===== src/rtl/fp_mult_arbiter_if.sv =====
// fp_mult_arbiter_if: request, multiplier and response signals around the shared multiplier
interface fp_mult_arbiter_if #(parameter int N_REQ = 4);
  logic [N_REQ-1:0] req_valid, req_ready, rsp_valid;
  logic [N_REQ*32-1:0] req_a, req_b;
  logic [N_REQ*3-1:0] req_rnd;
  logic [31:0] mult_a, mult_b, mult_z, rsp_z;
  logic [2:0] mult_rnd;
  logic [7:0] mult_status, rsp_status;
  logic busy, err_sticky;
  modport master (
    output req_valid, req_a, req_b, req_rnd, mult_z, mult_status,
    input req_ready, mult_a, mult_b, mult_rnd, rsp_valid, rsp_z, rsp_status, busy, err_sticky
  );
  modport slave (
    input req_valid, req_a, req_b, req_rnd, mult_z, mult_status,
    output req_ready, mult_a, mult_b, mult_rnd, rsp_valid, rsp_z, rsp_status, busy, err_sticky
  );
endinterface


===== src/rtl/fp_mult_arbiter.sv =====
// fp_mult_arbiter: round-robin sharing of one pipelined fp multiplier with tag-routed responses
module fp_mult_arbiter #(
  parameter int N_REQ = 4,
  parameter int LATENCY = 2
) (
  input logic clk,
  input logic rst,
  fp_mult_arbiter_if.slave bus
);
  localparam int IW = $clog2(N_REQ);
  logic [IW-1:0] ptr_q, ptr_d, gnt_id, iss_id_q, last_id;
  logic gnt_any, iss_vld_q, err_q, last_v;
  logic [LATENCY-1:0] tv_q;
  logic [LATENCY*IW-1:0] tid_q;
  logic [31:0] a_q, b_q, z_q;
  logic [2:0] rnd_q;
  logic [7:0] st_q;
  logic [N_REQ-1:0] rv_q;
  always_comb begin
    gnt_any = 1'b0;
    gnt_id = ptr_q;
    for (int k = N_REQ - 1; k >= 0; k--)
      if (bus.req_valid[(int'(ptr_q) + k) % N_REQ]) begin
        gnt_any = 1'b1;
        gnt_id = IW'((int'(ptr_q) + k) % N_REQ);
      end
    ptr_d = gnt_id == IW'(N_REQ - 1) ? '0 : gnt_id + 1'b1;
  end
  assign last_v = tv_q[LATENCY-1];
  assign last_id = tid_q[LATENCY*IW-1 -: IW];
  always_ff @(posedge clk) begin
    if (rst) begin
      ptr_q <= '0;
      iss_vld_q <= 1'b0;
      a_q <= '0;
      b_q <= '0;
      rnd_q <= '0;
      tv_q <= '0;
      rv_q <= '0;
      z_q <= '0;
      st_q <= '0;
      err_q <= 1'b0;
    end else begin
      ptr_q <= gnt_any ? ptr_d : ptr_q;
      iss_vld_q <= gnt_any;
      iss_id_q <= gnt_id;
      a_q <= gnt_any ? bus.req_a[32*int'(gnt_id) +: 32] : '0;
      b_q <= gnt_any ? bus.req_b[32*int'(gnt_id) +: 32] : '0;
      rnd_q <= gnt_any ? bus.req_rnd[3*int'(gnt_id) +: 3] : '0;
      tv_q <= LATENCY'({tv_q, iss_vld_q});
      tid_q <= (LATENCY*IW)'({tid_q, iss_id_q});
      rv_q <= last_v ? N_REQ'(1) << last_id : '0;
      if (last_v) begin
        z_q <= bus.mult_z;
        st_q <= bus.mult_status;
      end
      if (last_v && |bus.mult_status[7:6]) err_q <= 1'b1;
    end
  end
  assign bus.req_ready = gnt_any ? N_REQ'(1) << gnt_id : '0;
  assign bus.mult_a = a_q;
  assign bus.mult_b = b_q;
  assign bus.mult_rnd = rnd_q;
  assign bus.rsp_valid = rv_q;
  assign bus.rsp_z = z_q;
  assign bus.rsp_status = st_q;
  assign bus.busy = iss_vld_q | |tv_q;
  assign bus.err_sticky = err_q;
endmodule


===== src/flat_wrapper.sv =====
// flat-port wrapper written by rule: the top's interface ports become plain ports
module fp_mult_arbiter_flat 
#(
  parameter int N_REQ = 4,
  parameter int LATENCY = 2
)
  (clk, rst, bus_req_valid, bus_req_a, bus_req_b, bus_req_rnd, bus_mult_z, bus_mult_status, bus_req_ready, bus_mult_a, bus_mult_b, bus_mult_rnd, bus_rsp_valid, bus_rsp_z, bus_rsp_status, bus_busy, bus_err_sticky);
  fp_mult_arbiter_if #(.N_REQ(N_REQ)) bus_i ();
  input logic clk;
  input logic rst;
  input wire logic [$bits(bus_i.req_valid)-1:0] bus_req_valid;
  input wire logic [$bits(bus_i.req_a)-1:0] bus_req_a;
  input wire logic [$bits(bus_i.req_b)-1:0] bus_req_b;
  input wire logic [$bits(bus_i.req_rnd)-1:0] bus_req_rnd;
  input wire logic [$bits(bus_i.mult_z)-1:0] bus_mult_z;
  input wire logic [$bits(bus_i.mult_status)-1:0] bus_mult_status;
  output wire logic [$bits(bus_i.req_ready)-1:0] bus_req_ready;
  output wire logic [$bits(bus_i.mult_a)-1:0] bus_mult_a;
  output wire logic [$bits(bus_i.mult_b)-1:0] bus_mult_b;
  output wire logic [$bits(bus_i.mult_rnd)-1:0] bus_mult_rnd;
  output wire logic [$bits(bus_i.rsp_valid)-1:0] bus_rsp_valid;
  output wire logic [$bits(bus_i.rsp_z)-1:0] bus_rsp_z;
  output wire logic [$bits(bus_i.rsp_status)-1:0] bus_rsp_status;
  output wire logic [$bits(bus_i.busy)-1:0] bus_busy;
  output wire logic [$bits(bus_i.err_sticky)-1:0] bus_err_sticky;
  assign bus_i.req_valid = bus_req_valid;
  assign bus_i.req_a = bus_req_a;
  assign bus_i.req_b = bus_req_b;
  assign bus_i.req_rnd = bus_req_rnd;
  assign bus_i.mult_z = bus_mult_z;
  assign bus_i.mult_status = bus_mult_status;
  assign bus_req_ready = bus_i.req_ready;
  assign bus_mult_a = bus_i.mult_a;
  assign bus_mult_b = bus_i.mult_b;
  assign bus_mult_rnd = bus_i.mult_rnd;
  assign bus_rsp_valid = bus_i.rsp_valid;
  assign bus_rsp_z = bus_i.rsp_z;
  assign bus_rsp_status = bus_i.rsp_status;
  assign bus_busy = bus_i.busy;
  assign bus_err_sticky = bus_i.err_sticky;
  fp_mult_arbiter #(.N_REQ(N_REQ), .LATENCY(LATENCY)) u_core (.clk(clk), .rst(rst), .bus(bus_i));
endmodule

===== config.mk =====
export PLATFORM = sky130hd
export DESIGN_NAME = fp_mult_arbiter_flat
export DESIGN_NICKNAME = d
export VERILOG_FILES = /design/src/rtl/fp_mult_arbiter_if.sv /design/src/rtl/fp_mult_arbiter.sv /design/src/flat_wrapper.sv
export SDC_FILE = /design/constraint.sdc
export NUM_CORES = 1
export LEC_CHECK = 0
export CAP_MARGIN = 20
export CORE_AREA = 10 10 161 163
export CTS_BUF_LIST = sky130_fd_sc_hd__clkbuf_4 sky130_fd_sc_hd__clkbuf_8 sky130_fd_sc_hd__clkbuf_16
export CTS_CLUSTER_DIAMETER = 60
export DETAILED_ROUTE_END_ITERATION = 16
export DIE_AREA = 0 0 171 173
export PLACE_DENSITY = 0.74
export RECOVER_POWER = 25
export SLEW_MARGIN = 40
export SYNTH_ARGS = -nofsm -noshare
export SYNTH_HDL_FRONTEND = slang
export SYNTH_SLANG_ARGS = --single-unit

===== constraint.sdc =====
create_clock -name clk -period 1.65 [get_ports clk]
set_input_delay 0.165 -clock clk [delete_from_list [all_inputs] [get_ports clk]]
set_output_delay 0.165 -clock clk [all_outputs]
set_load 0.02 [all_outputs]

==> summary.md <==
For the worst flop-to-flop path, the logic depth is 9. In the final layout, the share of cells above drive strength 1 is 9.56%. The worst path setup slack after routing is -0.270 ns.

The number of placement rows was 55. The measured slew at the worst slew-check pin works out to 0.718 ns. The fraction of the cycle the final worst path needs came out at 116%. In this run the count of I/O pins placed on the die edge is 431. The tool flagged a number of max-cap violations equal to 0. Setup violations remaining at the end of the flow were counted as 72.

Number of antenna violations at the first check in global routing: 0. The worst hold slack was 0.0568 ns; the count of state elements after synthesis was 123. The routed length per placed instance was 20.7 um.

Data arrives at the worst endpoint at 2.21 ns. The die covers 29600 um2. The count of buffering cells on the critical path with inverters included works out to 4.

The overall overflow remaining after global route was 0. The tools report the first-pass GRT wire length as 36600 um. The design draws 0.0121 W.

The post-synthesis sequential area ratio was 47.7%. In this design, the largest share of critical-path delay is due to buffers and inverters. In this run the remaining antenna-violating nets after routing total 0. The number of search-and-repair iterations in the first detailed-routing pass is 4, and the final critical delay including setup and external delays is 1.92 ns.

For this run, the post-layout net count is 1243. The setup check on the worst reg-to-reg path leaves a slack of -0.27 ns. Cell area after placement: 10000 um2.

The run gives 796 as the net count of the mapped netlist. In this run the worst hold path is classified as input pin to register. In this run the critical register-to-register path is launched from u_core.ptr_q[1]$_SDFFE_PP0P_. The die height came out at 173 um. The critical path runs through a total of 9 cells. The run gives -14.18 ns as the final-layout setup total negative slack.

For this run, asynchronously set or reset flops after synthesis account for 0%. Reg-to-reg endpoint: u_core.bus.mult_b[10]$_SDFF_PP0_. The critical path starts at u_core.ptr_q[1]$_SDFFE_PP0P_. 0 antenna diodes ended up in the layout. The run gives 5290 um2 as the netlist area before placement. The worst-path cell with the longest stage delay was dfxtp_4. The tools report the required time at the endpoint of the critical path as 1.94 ns. After detailed routing, the number of vias per cell comes to 4.43. The worst-case IR drop observed on VDD is 0.504 mV. Clock tree synthesis inserted a total of 17 buffers. The run gives 2 as the number of buffers on the longest clock path.

The cell at the root of the clock tree is clkbuf_16. The number of global-route vias before repair came out at 5881. The iteration-0 DRC count of the detailed router came out at 324.

The startpoint type of the worst setup path was a register. The type of the worst setup path is register to register. The sum of net half-perimeters after detailed placement came out at 20000 um. For the number of design rule violations left after detail routing, the log shows 0. Entering global routing, the biggest net connects 46 pins.

Among the stages of the critical path, the cell type that occurs most often is buf_12. The pre-CTS setup slack was -0.673 ns. For this configuration, the core starts out at a cell density of 23.4%.

The final standard cell area without fillers is 10900 um2, and the max-slew violation count is 0. In the synthesized netlist the dominant register cell turns out to be dfxtp_1. Final wirelength: 25400 um.

Counting every instance in the synthesized netlist gives 482. The area of the core came out at 22600 um2. Setup repair after global routing could not meet its margin everywhere. The run finished, with violations left. Power spread over the standard cell area amounts to 1100 nW/um2. The checks that failed: negative setup slack. The tools report the type of element capturing the critical path as a register.

Walking the worst path, the cells encountered are nand3b_1, o31ai_2, o31ai_4, buf_12, buf_4, bufbuf_16, buf_12, mux2i_2, o22ai_1. The run gives 16.2% as the all-layer global routing usage. During synthesis, Yosys emitted a total of 0 warnings.

The worst hold path passes through 2 cells. The CTS H-tree depth was 4; the number of synthesized flops with an enable pin was 6. The most critical setup path has its endpoint at u_core.bus.mult_b[10]$_SDFF_PP0_. The worst slew slack as a fraction of its limit is 52.1%, and the mean cell area of the mapped netlist is 11.0 um2. Between clock sinks in the finished design, the worst skew comes to 0.0147 ns. The tools report the worst-skew pair later-pin latency as 0.42 ns. The clock net in this run drives a total of 123 sinks. The distinct cell type count of the synthesized netlist was 31. From synthesis to final layout, the design area changed by 107%. The tools report the highest clock frequency the design can meet as 521 MHz. The register clock-pin slew on the reported worst setup and hold paths was 0.06 ns; the delay of the slowest cell on the worst path was 0.37 ns.

The total count of hold-check failures in the final report was 0. For this design the static power due to leakage is 4.27 nW. The routed layout has 5431 vias.

The width of the die works out to 171 um. During placement, the flow inserted port buffers numbering 430. Along the worst path, the maximum fanout reaches 7. TritonCTS built the clock tree. The routability congestion estimate was 0.806.
-- synthesized netlist by cell type (2+ instances only) --
cell      number  area share [%]
a21oi_1        2            0.19
buf_1          8            0.57
buf_2         14             1.3
buf_4          9             1.3
clkbuf_1       8            0.57
dfxtp_1      117              44
edfxtp_1       6             3.4
inv_1          3            0.21
mux2i_1      174              33
nand2_1        2            0.14
nor2_1        43             3.1
nor2b_1        7            0.83
nor3_1         3            0.28
nor4bb_1       2            0.38
o21ai_0        2            0.19
o22ai_1       67             7.9
-- final cells by class --
cell class	instances	area, um2
inverters	4	15.0
repair buffers	467	4890
multi-input cells	316	2600
clock inverters	12	87.6
clock buffers	19	464
well taps	285	357
flip-flops and latches	123	2530
fillers	2103	11600
-- registers in the layout (all words and copies together) (netlist names) --
signal                 flops
u_core.tv_q                2
u_core.bus.rsp_status      8
u_core.bus.rsp_z          32
u_core.bus.rsp_valid       4
u_core.bus.mult_rnd        3
u_core.bus.mult_a         32
u_core.iss_id_q            2
u_core.ptr_q               2
u_core.bus.err_sticky      1
u_core.bus.mult_b         32
u_core.iss_vld_q           1
u_core.tid_q               4
-- cell usage in the layout (no fill, tap or decap), types with 3 or more instances in the layout --
| master | n |
|---|---|
| clkdlybuf4s50_1 | 422 |
| mux2i_1 | 172 |
| dfxtp_1 | 114 |
| o22ai_1 | 66 |
| nor2_1 | 43 |
| clkbuf_16 | 19 |
| buf_4 | 19 |
| buf_12 | 10 |
| nor2b_1 | 6 |
| edfxtp_1 | 6 |
| inv_6 | 4 |
| bufbuf_16 | 4 |
| inv_1 | 3 |
| clkinvlp_4 | 3 |
| clkinv_2 | 3 |
| buf_16 | 3 |
| buf_6 | 3 |
-- worst min-delay path by stage --
stage / slack, ns / startpoint / end
6_report: 0.06 / rst / u_core.tv_q[0]$_SDFF_PP0_
4_1_cts: 0.05 / rst / u_core.tv_q[0]$_SDFF_PP0_
2_1_floorplan: 0.24 / rst / u_core.bus.rsp_valid[1]$_SDFF_PP0_
5_1_grt: 0.07 / rst / u_core.tv_q[0]$_SDFF_PP0_
3_5_place_dp: 0.40 / u_core.iss_id_q[0]$_DFFE_PN_ / u_core.tid_q[0]$_DFFE_PN_
3_3_place_gp: 0.40 / u_core.tid_q[1]$_DFFE_PN_ / u_core.tid_q[3]$_DFFE_PN_
-- worst register-to-register path: cells and delay by family (launching register included) --
family / cells / cell delay [ns]
compound gates: 3 / 0.47
buf+inv: 4 / 0.69
simple gates: 1 / 0.10
flops: 1 / 0.37
mux: 1 / 0.20
-- report_power, final --
| group | internal (W) | switching, W |
|---|---|---|
| logic | 0.00281 | 0.00216 |
| clock network | 0.00205 | 0.00146 |
| registers | 0.00345 | 0.000156 |
| total | 0.00832 | 0.00377 |
-- repair_timing --
item                       in CTS  in global routing
hold buffers                    0                  0
cloned                          5                  1
setup endpoints to repair      73                 73
buffers inserted                5                  3
pin swaps                       1                  4
resized for setup              25                 12
-- kinds of logic (layout without fill, tap and decap cells) --
group	count (synthesis)	after routing	share of synthesized area [%]
flip-flops	123	123	47.7
multiplexers	174	174	33.0
XOR/XNOR	1	1	0.166
AO/OA/AOI/OAI	77	77	9.35
AND/OR/NAND/NOR	64	64	5.78
buffers and inverters	43	502	4.02
-- per-stage QoR --
step / instances / utilization [%]
global route: 1226 / 48.5
CTS: 1222 / 48.1
global placement: 1181 / 44.4
detailed placement: 1181 / 44.4
floorplan: 482 / -
finish: 1226 / 48.5
-- routing by layer --
metal | routed length (um) | up-vias | track usage (%)
met5 | 0 | - | 0
met4 | 303 | 0 | 3.66
met3 | 2540 | 15 | 7.31
met2 | 12800 | 246 | 28.3
met1 | 9730 | 2496 | 17.4
li1 | - | 2674 | -
Note: power is estimated with default switching activity, not from simulation.
